<file path="src/rtl/cpu6502_rmw_sequencer.sv">
// Read-modify-write sequencer for 6502 INC/DEC/ASL/LSR/ROL/ROR/SMB/RMB: read, dummy, write via the shared ALU.
// Build option CPU6502_CMOS_RMW_EN: dummy cycle becomes a second read (65C02) instead of an NMOS write-back.
module cpu6502_rmw_sequencer #(
    parameter int ADDR_WIDTH     = 16,
    parameter int TIMEOUT_CYCLES = 255
) (
    input  logic                  clk,
    input  logic                  reset,
    input  logic                  cmdValid,
    output logic                  cmdReady,
    input  logic [ADDR_WIDTH-1:0] cmdAddr,
    input  logic [3:0]            cmdOp,
    input  logic [2:0]            cmdOpExt,
    input  logic [7:0]            flagsIn,
    output logic [ADDR_WIDTH-1:0] memAddr,
    output logic                  memRead,
    output logic                  memWrite,
    output logic [7:0]            memWData,
    input  logic [7:0]            memRData,
    input  logic                  memReady,
    output logic [7:0]            aluOperandA,
    output logic [3:0]            aluOperation,
    output logic [2:0]            aluOpExtension,
    output logic                  aluCarryIn,
    output logic                  aluOverflowIn,
    output logic                  aluDecimalMode,
    input  logic [7:0]            aluResult,
    input  logic                  aluCarryOut,
    input  logic                  aluZero,
    input  logic                  aluNegative,
    output logic                  done,
    output logic                  error,
    output logic [7:0]            flagsOut,
    output logic [2:0]            dbgState
);

    // Handshakes: a command transfers on the rising edge where cmdValid & cmdReady are both high.
    // A bus access (memRead or memWrite) holds address/data stable and completes on the edge where
    // memReady is high; memRData is sampled on that same edge for reads.

    // ALU operation codes shared with the ALU decoder.
    localparam logic [3:0] ALU_OP_INC    = 4'd1;
    localparam logic [3:0] ALU_OP_DEC    = 4'd2;
    localparam logic [3:0] ALU_OP_SGL    = 4'd3;
    localparam logic [3:0] ALU_OP_SETBIT = 4'd4;
    localparam logic [3:0] ALU_OP_CLRBIT = 4'd5;

    localparam int CNT_W = (TIMEOUT_CYCLES > 1) ? $clog2(TIMEOUT_CYCLES) : 1;
    localparam logic [CNT_W-1:0] CNT_LAST = CNT_W'(TIMEOUT_CYCLES - 1);

    typedef enum logic [2:0] {
        S_IDLE  = 3'd0,
        S_READ  = 3'd1,
        S_DUMMY = 3'd2,
        S_WRITE = 3'd3,
        S_DONE  = 3'd4
    } state_t;

    state_t                state_q, state_d;
    logic [ADDR_WIDTH-1:0] addr_q, addr_d;
    logic [3:0]            op_q, op_d;
    logic [2:0]            ext_q, ext_d;
    logic [7:0]            flags_q, flags_d;
    logic [7:0]            data_q, data_d;
    logic [7:0]            result_q, result_d;
    logic [7:0]            new_flags_q, new_flags_d;
    logic [7:0]            flags_out_q, flags_out_d;
    logic                  err_q, err_d;
    logic [CNT_W-1:0]      wait_cnt_q, wait_cnt_d;

    logic in_access;
    logic timeout_hit;
    logic op_is_arith;
    logic op_is_bit;

    assign in_access   = (state_q == S_READ) || (state_q == S_DUMMY) || (state_q == S_WRITE);
    assign timeout_hit = in_access && !memReady && (wait_cnt_q == CNT_LAST);
    assign op_is_arith = (op_q == ALU_OP_INC) || (op_q == ALU_OP_DEC) || (op_q == ALU_OP_SGL);
    assign op_is_bit   = (op_q == ALU_OP_SETBIT) || (op_q == ALU_OP_CLRBIT);

    always_ff @(posedge clk) begin
        if (reset) begin
            state_q     <= S_IDLE;
            addr_q      <= '0;
            op_q        <= '0;
            ext_q       <= '0;
            flags_q     <= '0;
            data_q      <= '0;
            result_q    <= '0;
            new_flags_q <= '0;
            flags_out_q <= '0;
            err_q       <= 1'b0;
            wait_cnt_q  <= '0;
        end else begin
            state_q     <= state_d;
            addr_q      <= addr_d;
            op_q        <= op_d;
            ext_q       <= ext_d;
            flags_q     <= flags_d;
            data_q      <= data_d;
            result_q    <= result_d;
            new_flags_q <= new_flags_d;
            flags_out_q <= flags_out_d;
            err_q       <= err_d;
            wait_cnt_q  <= wait_cnt_d;
        end
    end

    always_comb begin
        state_d     = state_q;
        addr_d      = addr_q;
        op_d        = op_q;
        ext_d       = ext_q;
        flags_d     = flags_q;
        data_d      = data_q;
        result_d    = result_q;
        new_flags_d = new_flags_q;
        flags_out_d = flags_out_q;
        err_d       = err_q;
        wait_cnt_d  = wait_cnt_q;

        // A stalled access either counts another wait cycle or aborts the whole command.
        if (in_access && !memReady) begin
            if (timeout_hit) begin
                state_d     = S_DONE;
                err_d       = 1'b1;
                flags_out_d = flags_q;
                wait_cnt_d  = '0;
            end else begin
                wait_cnt_d = wait_cnt_q + CNT_W'(1);
            end
        end

        case (state_q)
            S_IDLE: begin
                if (cmdValid) begin
                    addr_d     = cmdAddr;
                    op_d       = cmdOp;
                    ext_d      = cmdOpExt;
                    flags_d    = flagsIn;
                    err_d      = 1'b0;
                    wait_cnt_d = '0;
                    state_d    = S_READ;
                end
            end
            S_READ: begin
                if (memReady) begin
                    data_d     = memRData;
                    wait_cnt_d = '0;
                    state_d    = S_DUMMY;
                end
            end
            S_DUMMY: begin
                if (memReady) begin
                    // Unknown opcodes behave as COPY: value unchanged, Z/N re-derived from it.
                    if (op_is_arith) begin
                        result_d    = aluResult;
                        new_flags_d = {aluNegative, flags_q[6:2], aluZero, aluCarryOut};
                    end else if (op_is_bit) begin
                        result_d    = aluResult;
                        new_flags_d = flags_q;
                    end else begin
                        result_d    = data_q;
                        new_flags_d = {data_q[7], flags_q[6:2], (data_q == 8'd0), flags_q[0]};
                    end
                    wait_cnt_d = '0;
                    state_d    = S_WRITE;
                end
            end
            S_WRITE: begin
                if (memReady) begin
                    flags_out_d = new_flags_q;
                    wait_cnt_d  = '0;
                    state_d     = S_DONE;
                end
            end
            S_DONE: begin
                state_d = S_IDLE;
            end
            default: begin
                state_d = S_IDLE;
            end
        endcase
    end

    always_comb begin
        memRead  = 1'b0;
        memWrite = 1'b0;
        memAddr  = '0;
        memWData = '0;
        case (state_q)
            S_READ: begin
                memRead = 1'b1;
                memAddr = addr_q;
            end
            S_DUMMY: begin
                memAddr = addr_q;
`ifdef CPU6502_CMOS_RMW_EN
                memRead  = 1'b1;
`else
                memWrite = 1'b1;
                memWData = data_q;
`endif
            end
            S_WRITE: begin
                memWrite = 1'b1;
                memAddr  = addr_q;
                memWData = result_q;
            end
            default: begin
                memRead  = 1'b0;
                memWrite = 1'b0;
            end
        endcase
    end

    assign cmdReady       = (state_q == S_IDLE);
    assign done           = (state_q == S_DONE);
    assign error          = (state_q == S_DONE) && err_q;
    assign flagsOut       = flags_out_q;
    assign dbgState       = state_q;

    assign aluOperandA    = data_q;
    assign aluOperation   = op_q;
    assign aluOpExtension = ext_q;
    assign aluCarryIn     = flags_q[0];
    assign aluOverflowIn  = flags_q[6];
    assign aluDecimalMode = 1'b0;

endmodule

</file>
<file path="config.mk">
export PLATFORM = sky130hd
export DESIGN_NAME = cpu6502_rmw_sequencer
export DESIGN_NICKNAME = d
export VERILOG_FILES = /design/src/rtl/cpu6502_rmw_sequencer.sv
export SDC_FILE = /design/constraint.sdc
export NUM_CORES = 1
export LEC_CHECK = 0
export ABC_AREA = 1
export CORE_UTILIZATION = 40
export CTS_CLUSTER_DIAMETER = 60
export DETAILED_ROUTE_END_ITERATION = 10
export PLACE_DENSITY = 0.81
export SLEW_MARGIN = 5
export SYNTH_ARGS = -nofsm -noshare
export SYNTH_HDL_FRONTEND = slang
export SYNTH_SLANG_ARGS = --single-unit
</file>
<file path="constraint.sdc">
create_clock -name clk -period 2.9 [get_ports clk]
set_clock_uncertainty 0.1 [all_clocks]
set_input_delay 0.58 -clock clk [delete_from_list [all_inputs] [get_ports clk]]
set_output_delay 0.58 -clock clk [all_outputs]
set_load 0.01 [all_outputs]
</file>
==> flow_summary.ini, run 1 <==
[status]
status = complete, no violations

[sta]
hold_viol_final = 0
setup_tns_ns = 0
whs_ns = 0.3532
fmax_mhz = 364.5
rsz0062_at_grt = no
tightest_slew_ns = 0.7192
fin_crit_ns = 2.744
setup_violations = 0
final_max_slew_viol_count = 0
fin_crit_sh_pct = 94.61
max-slew-margin-rel_pct = 51.98

[routing]
drt_iter0_markers = 197
ant_nets = 0
drt_pre_antenna_iters = 4
wl_per_cell_um = 12.98
via_per_inst = 5.001
drt-met1-wl_um = 3784
route.met3.wl_um = 839
met2_length_um = 3876
post-route-drc-count = 0
top_layer = met4
drt_wl_total_um = 8748
via_count = 3371

[pwr]
seqPwrFrac_pct = 43.4
peakVddDrop_mv = 0.3594
intPower_w = 0.001930
switching_share_pct = 26.15
p_comb_share_pct = 18.7
p_per_area_nw_per_um2 = 555.4
cellLeakagePower_nw = 1.868
p_switching_w = 0.0006834
clkPwrFrac_pct = 37.9

[yosys]
yosysSeqAreaShare_pct = 44.78
synth_cells = 466
synth_seq_cells = 75
synth_warnings = 0
synth_nets = 522
syn_avg_cell_area_sq_um = 7.196
async_reset_ff_share_pct = 0
synth_area_sq_um = 3353
synth_flop_cell = dfxtp_1
synth_edf_count = 0
ys_types = 33

[cts]
cts_buffers = 9
cts_max_level = 3
clk_pin_slew_ns = 0.08
clkLatencyLatePin_ns = 0.34
cts_tree = built
cts.sinks = 75
holdBufCountCts = 0
cts_max_path_buffers = 2
clockRootBuffer = clkbuf_8

[finish]
n_fill_cell = 761
drive_gt1_share_pct = 6.854
diodes = 0
multiInputGateArea_sq_um = 1475
nNetsFinal = 621
ff_latch_area_sq_um = 1501
syn_to_final_growth_pct = 40.34

[worst_hold_path]
holdPathStages = 2
min_path_type = reg -> reg

[global_route]
antenna_found_initial = 0
overflow = 0
grt_max_degree = 55
first_global_vias = 3124
grtUsageTotal_pct = 20.74
grt_pass1_wl_um = 14200

[flow_run]
cap_violations = 0

[floorplanning]
fp.dieArea_sq_um = 8753
pin_count = 112
die_h_um = 93.56
initial_utilization_pct = 41.02
die_w_um = 93.56
core_area_sq_um = 8175
rows = 33

[placement]
dpl.hpwl_um = 6320
portBuffers = 110
place_congestion = 0.8607

[worst_setup_path]
path_max_fanout = 7
crit_type = reg -> out
startpoint_type = flip-flop
cp_data_required_time_ns = 2.22
end_kind = primary output
cp.arrival_ns = 2.06
r2r_cells = 9
## worst max-delay path: stages, from the launching register on
cell and delay (ns):
dfxtp_1 0.43, inv_2 0.11, nor3_4 0.29, inv_1 0.18, o22ai_1 0.15, clkdlybuf4s50_1 0.57
## timing repair
action | in CTS | in global routing
buffers inserted | 0 | 0
endpoints found under the setup margin | 0 | 8
gates resized for setup | 0 | 1
## registers in the layout (all words and copies together), names as in the netlist
signal and count:
addr_q 16, aluOpExtension 3, aluOperandA 8, aluOperation 4, dbgState 3, err_q 1
flagsOut 8, flags_q 8, new_flags_q 8, result_q 8, wait_cnt_q 8
## final cells by class
type,count,area share (%)
tap,105,2.792
inverter,62,4.945
clock buffer,11,3.217
multi-input combinational,305,31.35
timing repair buffer,112,23.72
clock inverter,4,2.074
sequential,75,31.91
## kinds of logic (layout without fill, tap and decap cells)
logic type | count (synthesis) | count (layout) | synth area share [%]
AND/OR/NAND/NOR | 177 | 177 | 23.88
AO/OA/AOI/OAI | 124 | 124 | 18.99
buffers and inverters | 86 | 189 | 11.23
flip-flops | 75 | 75 | 44.78
adder cells (fa/ha/maj) | 2 | 2 | 0.7461
other | 1 | 1 | 0.1118
XOR/XNOR | 1 | 1 | 0.2612
## routing by layer
| metal | up-vias | global-route usage [%] |
|---|---|---|
| met5 | - | 0 |
| met4 | 0 | 10.77 |
| met3 | 21 | 5.528 |
| met2 | 138 | 34.25 |
| met1 | 1503 | 24.61 |
| li1 | 1709 | - |
## final timing paths
path	from	endpoint	slack [ns]
max	dbgState[0]	memWData[1]	0.16
min	addr_q[15]	addr_q[15]	0.35
max reg2reg	dbgState[0]	flags_q[0]	1.02
min reg2reg	addr_q[15]	addr_q[15]	0.35
## through the flow
step           util [%]  instances  power, W  cell area [sq um]  worst slack (ns)
2_1_floorplan         -        466  0.001428               3353            0.9967
3_3_place_gp      54.51        659  0.001634               4457            0.5314
3_5_place_dp      54.51        659  0.001645               4457            0.4449
4_1_cts           57.56        674  0.002631               4706           0.06673
5_1_grt           57.56        674  0.002740               4706           0.02672
6_report          57.56        674  0.002614               4706            0.1564
## synth_stat cells (4+ instances only)
| cell type | number | share of area [%] |
|---|---|---|
| nand3_1 | 27 | 4.0 |
| o22ai_1 | 6 | 1.1 |
| inv_2 | 8 | 0.90 |
| o21ai_1 | 24 | 3.6 |
| nor2_1 | 46 | 5.1 |
| buf_4 | 8 | 1.8 |
| nand2_1 | 83 | 9.3 |
| buf_2 | 7 | 1.0 |
| nand4_1 | 4 | 0.75 |
| dfxtp_1 | 75 | 45 |
| inv_1 | 52 | 5.8 |
| a21oi_1 | 68 | 10 |
| clkbuf_1 | 6 | 0.67 |
| o21ai_0 | 23 | 3.4 |
## placed cells by master, fill, tap and decap left out, types with 3 or more instances in the layout
master           count
clkdlybuf4s50_1    110
nand2_1             83
dfxtp_1             75
a21oi_1             68
inv_1               52
nor2_1              46
nand3_1             27
o21ai_1             24
o21ai_0             23
clkbuf_8            11
inv_2                9
o22ai_1              6
nand4_1              4
nor3_2               3
nand2_4              3
nand2_2              3
bufinv_16            3
## power by group through the flow
stage / Combinational (W) / Clock [W] / Sequential, W
6_report: 0.000490 / 0.000990 / 0.00113
5_1_grt: 0.000542 / 0.00106 / 0.00114
2_1_floorplan: 0.000266 / 0 / 0.00116
4_1_cts: 0.000491 / 0.00101 / 0.00113
3_3_place_gp: 0.000480 / 0 / 0.00115
3_5_place_dp: 0.000487 / 0 / 0.00116
Note: power is estimated with default switching activity, not from simulation.
==> run 2, diff against run 1 <==
CTS_CLUSTER_SIZE = 8   (was not set)
GPL_ROUTABILITY_DRIVEN = 0   (was not set)
==> results of run 2 <==
Final layout, timing and power as in run 1 (identical DEF).
